## config.mk

```make
export PLATFORM = sky130hd
export DESIGN_NAME = mem_port_arbiter
export DESIGN_NICKNAME = d
export VERILOG_FILES = /design/src/rtl/mem_port_arbiter.sv
export SDC_FILE = /design/constraint.sdc
export NUM_CORES = 1
export LEC_CHECK = 0
export CORE_MARGIN = 8
export CORE_UTILIZATION = 41
export DETAILED_ROUTE_END_ITERATION = 7
export PLACE_DENSITY = 0.93
export SLEW_MARGIN = 20
export SYNTH_ARGS = -nofsm -noshare
export SYNTH_HDL_FRONTEND = slang
export SYNTH_SLANG_ARGS = --single-unit
```

## constraint.sdc

```tcl
create_clock -name i_clk -period 2.1 [get_ports i_clk]
set_clock_uncertainty 0.2 [all_clocks]
set_input_delay 0.42 -clock i_clk [delete_from_list [all_inputs] [get_ports i_clk]]
set_output_delay 0.42 -clock i_clk [all_outputs]
set_load 0.02 [all_outputs]
```

## src/rtl/mem_port_arbiter.sv

```systemverilog
// mem_port_arbiter: shares one single-ported, variable-latency memory between
// the fetch port (I) and the data port (D). D has priority; a streak limiter
// forces a pending fetch through after MAX_D_STREAK consecutive D grants.
// Optional feature macro: ARB_TIMEOUT_EN (memory-wait timeout with o_err pulse).
module mem_port_arbiter #(
  parameter int unsigned MAX_D_STREAK   = 4,
  parameter int unsigned TIMEOUT_CYCLES = 64
) (
  input  logic        i_clk,
  input  logic        i_reset_n,
  input  logic        i_iReq,
  input  logic [31:0] i_iAddr,
  output logic [31:0] o_iData,
  output logic        o_iValid,
  input  logic        i_dReq,
  input  logic        i_dWrite,
  input  logic [31:0] i_dAddr,
  input  logic [31:0] i_dWdata,
  input  logic [2:0]  i_dFunct3,
  output logic [31:0] o_dRdata,
  output logic        o_dValid,
  output logic        o_mReq,
  output logic        o_mWrite,
  output logic [31:0] o_mAddr,
  output logic [31:0] o_mWdata,
  output logic [2:0]  o_mFunct3,
  input  logic        i_mReady,
  input  logic [31:0] i_mRdata,
  output logic        o_busy,
  output logic        o_err
);

  localparam int unsigned DATA_W   = 32;
  localparam int unsigned STREAK_W = $clog2(MAX_D_STREAK + 1);
  localparam logic [DATA_W-1:0] NOP_INSN   = 32'h0000_0013;
  localparam logic [2:0]        FETCH_SIZE = 3'b010;

  // Reject configurations the streak limiter and timeout cannot honour.
  if (MAX_D_STREAK < 1 || TIMEOUT_CYCLES < 1) begin : g_bad_params
    $error("mem_port_arbiter: MAX_D_STREAK and TIMEOUT_CYCLES must be >= 1");
  end

  typedef enum logic [1:0] {
    IDLE = 2'd0,
    BUSY = 2'd1,
    DONE = 2'd2
  } state_t;

  state_t              state_q,  state_n;
  logic [STREAK_W-1:0] streak_q, streak_n;
  logic                owner_d_q, owner_d_n;
  logic                m_req_n, m_write_n;
  logic [DATA_W-1:0]   m_addr_n, m_wdata_n;
  logic [2:0]          m_funct3_n;
  logic [DATA_W-1:0]   i_data_n, d_rdata_n;
  logic                i_valid_n, d_valid_n;
  logic                busy_n, err_n;
  logic                grant_d_c, grant_i_c;

`ifdef ARB_TIMEOUT_EN
  localparam int unsigned WAIT_W = $clog2(TIMEOUT_CYCLES + 1);
  logic [WAIT_W-1:0] wait_q, wait_n;
`endif

  // Arbitration: D wins unless fetch is pending and D has used up its streak.
  always_comb begin
    grant_d_c = i_dReq && (!i_iReq || (streak_q < STREAK_W'(MAX_D_STREAK)));
    grant_i_c = !grant_d_c && i_iReq;
  end

  // Next-state and next-output logic; every registered output has a default.
  always_comb begin
    state_n    = state_q;
    streak_n   = streak_q;
    owner_d_n  = owner_d_q;
    m_req_n    = o_mReq;
    m_write_n  = o_mWrite;
    m_addr_n   = o_mAddr;
    m_wdata_n  = o_mWdata;
    m_funct3_n = o_mFunct3;
    i_data_n   = o_iData;
    d_rdata_n  = o_dRdata;
    i_valid_n  = 1'b0;
    d_valid_n  = 1'b0;
    err_n      = 1'b0;
`ifdef ARB_TIMEOUT_EN
    wait_n     = wait_q;
`endif

    unique case (state_q)
      IDLE: begin
        if (grant_d_c) begin
          state_n    = BUSY;
          owner_d_n  = 1'b1;
          m_req_n    = 1'b1;
          m_write_n  = i_dWrite;
          m_addr_n   = i_dAddr;
          m_wdata_n  = i_dWdata;
          m_funct3_n = i_dFunct3;
          if (!i_iReq) begin
            streak_n = '0;
          end else if (streak_q < STREAK_W'(MAX_D_STREAK)) begin
            streak_n = streak_q + STREAK_W'(1);
          end
`ifdef ARB_TIMEOUT_EN
          wait_n = '0;
`endif
        end else if (grant_i_c) begin
          state_n    = BUSY;
          owner_d_n  = 1'b0;
          m_req_n    = 1'b1;
          m_write_n  = 1'b0;
          m_addr_n   = i_iAddr;
          m_wdata_n  = '0;
          m_funct3_n = FETCH_SIZE;
          streak_n   = '0;
`ifdef ARB_TIMEOUT_EN
          wait_n = '0;
`endif
        end
      end

      BUSY: begin
        if (i_mReady) begin
          state_n = DONE;
          m_req_n = 1'b0;
          if (owner_d_q) begin
            d_valid_n = 1'b1;
            if (!o_mWrite) begin
              d_rdata_n = i_mRdata;
            end
          end else begin
            i_valid_n = 1'b1;
            i_data_n  = i_mRdata;
          end
        end
`ifdef ARB_TIMEOUT_EN
        else if (wait_q == WAIT_W'(TIMEOUT_CYCLES - 1)) begin
          // Memory never answered: complete the owner with a safe value.
          state_n = DONE;
          m_req_n = 1'b0;
          err_n   = 1'b1;
          if (owner_d_q) begin
            d_valid_n = 1'b1;
            d_rdata_n = '0;
          end else begin
            i_valid_n = 1'b1;
            i_data_n  = NOP_INSN;
          end
        end else begin
          wait_n = wait_q + WAIT_W'(1);
        end
`endif
      end

      DONE: begin
        state_n = IDLE;
      end

      default: begin
        state_n = IDLE;
      end
    endcase

    busy_n = (state_n != IDLE);
  end

  // State and output registers; reset abandons any access in flight.
  always_ff @(posedge i_clk or negedge i_reset_n) begin
    if (!i_reset_n) begin
      state_q   <= IDLE;
      streak_q  <= '0;
      owner_d_q <= 1'b0;
      o_mReq    <= 1'b0;
      o_mWrite  <= 1'b0;
      o_mAddr   <= '0;
      o_mWdata  <= '0;
      o_mFunct3 <= '0;
      o_iData   <= NOP_INSN;
      o_dRdata  <= '0;
      o_iValid  <= 1'b0;
      o_dValid  <= 1'b0;
      o_busy    <= 1'b0;
      o_err     <= 1'b0;
    end else begin
      state_q   <= state_n;
      streak_q  <= streak_n;
      owner_d_q <= owner_d_n;
      o_mReq    <= m_req_n;
      o_mWrite  <= m_write_n;
      o_mAddr   <= m_addr_n;
      o_mWdata  <= m_wdata_n;
      o_mFunct3 <= m_funct3_n;
      o_iData   <= i_data_n;
      o_dRdata  <= d_rdata_n;
      o_iValid  <= i_valid_n;
      o_dValid  <= d_valid_n;
      o_busy    <= busy_n;
      o_err     <= err_n;
    end
  end

`ifdef ARB_TIMEOUT_EN
  // Memory-wait counter, cleared on every grant.
  always_ff @(posedge i_clk or negedge i_reset_n) begin
    if (!i_reset_n) begin
      wait_q <= '0;
    end else begin
      wait_q <= wait_n;
    end
  end
`endif

endmodule

```

==> results of run 1 <==
[logic make-up after synthesis]
group                    synth area share
adder cells (fa/ha/maj)           0.00221
AND/OR/NAND/NOR                    0.0164
multiplexers                        0.257
AO/OA/AOI/OAI                      0.0637
other                            0.000663
flip-flops                          0.629
buffers and inverters              0.0310
[final cells by class]
type	instances	area (µm²)	share of cell area
clock buffers	20	457	0.0491
clock inverters	12	159	0.0171
inverters	3	11.3	0.00121
multi-input cells	185	1940	0.208
flip-flops and latches	142	3560	0.382
well taps	180	225	0.0242
repair buffers	290	2960	0.318
[power by group]
group	total [mW]	internal [mW]	switching, mW
clock network	3.06	1.94	1.12
registers	4.81	4.07	0.738
logic	7.00	3.75	3.25
[state kept, by name (all words and copies together) (netlist names)]
register   cells
o_mFunct3      3
o_dValid       1
state_q        2
o_iData       32
o_mWrite       1
streak_q       3
o_mReq         1
o_mAddr       32
owner_d_q      1
o_mWdata      32
o_busy         1
o_dRdata      32
o_iValid       1
[worst paths after layout]
path | start | to | cells past startpoint
hold / removal | o_mReq$_DFFE_PN0P_ | o_mReq$_DFFE_PN0P_ | 2
max in group asynchronous | i_reset_n | o_iData[23]$_DFFE_PN0P_ | 3
min in group asynchronous | i_reset_n | o_dRdata[3]$_DFFE_PN0P_ | 2
setup reg to reg | streak_q[2]$_DFFE_PN0P_ | o_mAddr[10]$_DFFE_PN0P_ | 4
setup / recovery | o_dRdata[25]$_DFFE_PN0P_ | o_dRdata[25] | 1
hold reg to reg | o_mReq$_DFFE_PN0P_ | o_mReq$_DFFE_PN0P_ | 2
[per-layer routing]
metal	track usage	part of all wire	up-vias
li1	-	-	1856
met1	0.196	0.37	1997
met2	0.316	0.52	178
met3	0.0757	0.089	24
met4	0.0705	0.021	0
met5	0	0	-
[through the flow]
step / TNS (ns) / worst slack (ns) / power, mW / hold slack (ns)
after floorplan: 0 / 0.339 / 8.28 / -0.0756
after global placement: -11.65 / -0.164 / 11.7 / 0.176
after detailed placement: -14.59 / -0.227 / 11.9 / 0.185
after CTS: 0 / 0.0354 / 15.1 / 0.278
after global routing: 0 / 0.0102 / 15.6 / 0.304
final: 0 / 0.0524 / 14.9 / 0.272
[Yosys cell counts, types with 3 or more instances]
library cell	number
nand2_1	4
buf_2	11
a22o_1	37
dfrtp_1	139
mux2_2	129
buf_6	7
inv_1	3
dfstp_2	3
buf_4	4
[what timing repair did]
action	CTS	global route
setup endpoints to repair	4	0
hold buffers	1	0
gates resized for setup	4	0
hold endpoints to repair	42	0
==> impl_metrics.env, run 1 <==
export IMPL_synth_fp_nets=490
export IMPL_dp_hpwl_um=12400
export IMPL_synth_ff_type="dfrtp_1"
export IMPL_clkSlewWorstSetupHoldPaths_ns=0.06
export IMPL_die_h_um=133
export IMPL_slew_violations=0
export IMPL_core_area_um2=13700
export IMPL_postPlaceCellArea_um2=8680
export IMPL_slowest_delay_ns=0.65
export IMPL_gp_congestion=0.771
export IMPL_ys_types=24
export IMPL_grt_overflow=0
export IMPL_path_cells="clkdlybuf4s50_1"
export IMPL_rows=43
export IMPL_hold_viol=0
export IMPL_route_detailed_drc=0
export IMPL_grt_max_degree=50
export IMPL_detailedRoute_firstPassIterationCount=4
export IMPL_critPathBufInv=1
export IMPL_avgRoutedWirePerCell_um=19.5
export IMPL_grt_total_usage=0.183
export IMPL_final_common_cell="clkdlybuf4s50_1"
export IMPL_synth_top_cell_area_share=0.615
export IMPL_setup_violations_final=0
export IMPL_initial_core_util=0.414
export IMPL_crit_slowest_cell="clkdlybuf4s50_1"
export IMPL_syn_area_per_cell_um2=16.1
export IMPL_final_area_um2=9300
export IMPL_wl_um=16200
export IMPL_synth_edf_count=0
export IMPL_ios=274
export IMPL_drv_cap=0
export IMPL_critPathMaxFanout=2
export IMPL_syn_inst=352
export IMPL_io_buffer_count=272
export IMPL_path_delay_family="buffers and inverters"
export IMPL_worstSetupPathType="reg -> out"
export IMPL_synth_area_leaders="dfrtp_1 62%, mux2_2 26%, a22o_1 5.7%"
export IMPL_cts_root_buffer="clkbuf_16"
export IMPL_nets=777
export IMPL_max_freq_ghz=0.488
export IMPL_final_util=0.681
export IMPL_yosys_warnings=0
export IMPL_area_growth_pct=64.5
export IMPL_rsz0062_at_grt="false"
export IMPL_n_fill_cell=939
export IMPL_die_w_um=133
export IMPL_post_cts_buffers=0
export IMPL_crit_arrival_ns=1.43
export IMPL_start_kind="register"
export IMPL_p_per_area_nw_per_um2=1600
export IMPL_fin_crit_sh=0.975
export IMPL_drtIter0Drc=140
export IMPL_clk_latency_ns=0.41
export IMPL_grt_pass1_vias=4710
export IMPL_antenna_found_initial=0
export IMPL_htree_levels=4
export IMPL_die_area_um2=17800
export IMPL_worst_r2r_setup_slack_ns=0.29
export IMPL_critPathCaptureType="output port"
export IMPL_cts_buffers=17
export IMPL_cts_buffer_depth=2
export IMPL_ir_drop_uv=775
export IMPL_fin_crit_ns=2.05
export IMPL_holdCritPathClass="reg -> reg"
export IMPL_routed_via_density=4.87
export IMPL_synth_top_area_cell="dfrtp_1"
export IMPL_outcome="finished, final reports clean"
export IMPL_cts_tree="done"
export IMPL_ys_seq_area_frac=0.629
export IMPL_clock_sinks=142
export IMPL_ant_nets=0
export IMPL_synth_seq_cells=142
export IMPL_grt_first_pass_wirelength_um=25800
export IMPL_fin_cells=832
export IMPL_vias=4055
export IMPL_postSynth_asyncResetShare=1.00
export IMPL_required_ns=1.48
export IMPL_mostFrequentLayoutCells="267 x clkdlybuf4s50_1, 139 x dfrtp_1, 129 x mux2_2, 37 x a22o_1, 17 x clkbuf_16"
export IMPL_placed_cells=799
export IMPL_final_layout_size_suffix_gt1_frac=0.285
export IMPL_leakagePower_nw=3.94
export IMPL_syn_area_um2=5650
export IMPL_antenna_cells=0
Note: power is estimated with default switching activity, not from simulation.
==> inputs of run 2 (changes only) <==
Settings changed: SKIP_LAST_GASP set to 1.
==> results of run 2 <==
No change in the layout: final DEF, timing and power equal those of run 1.
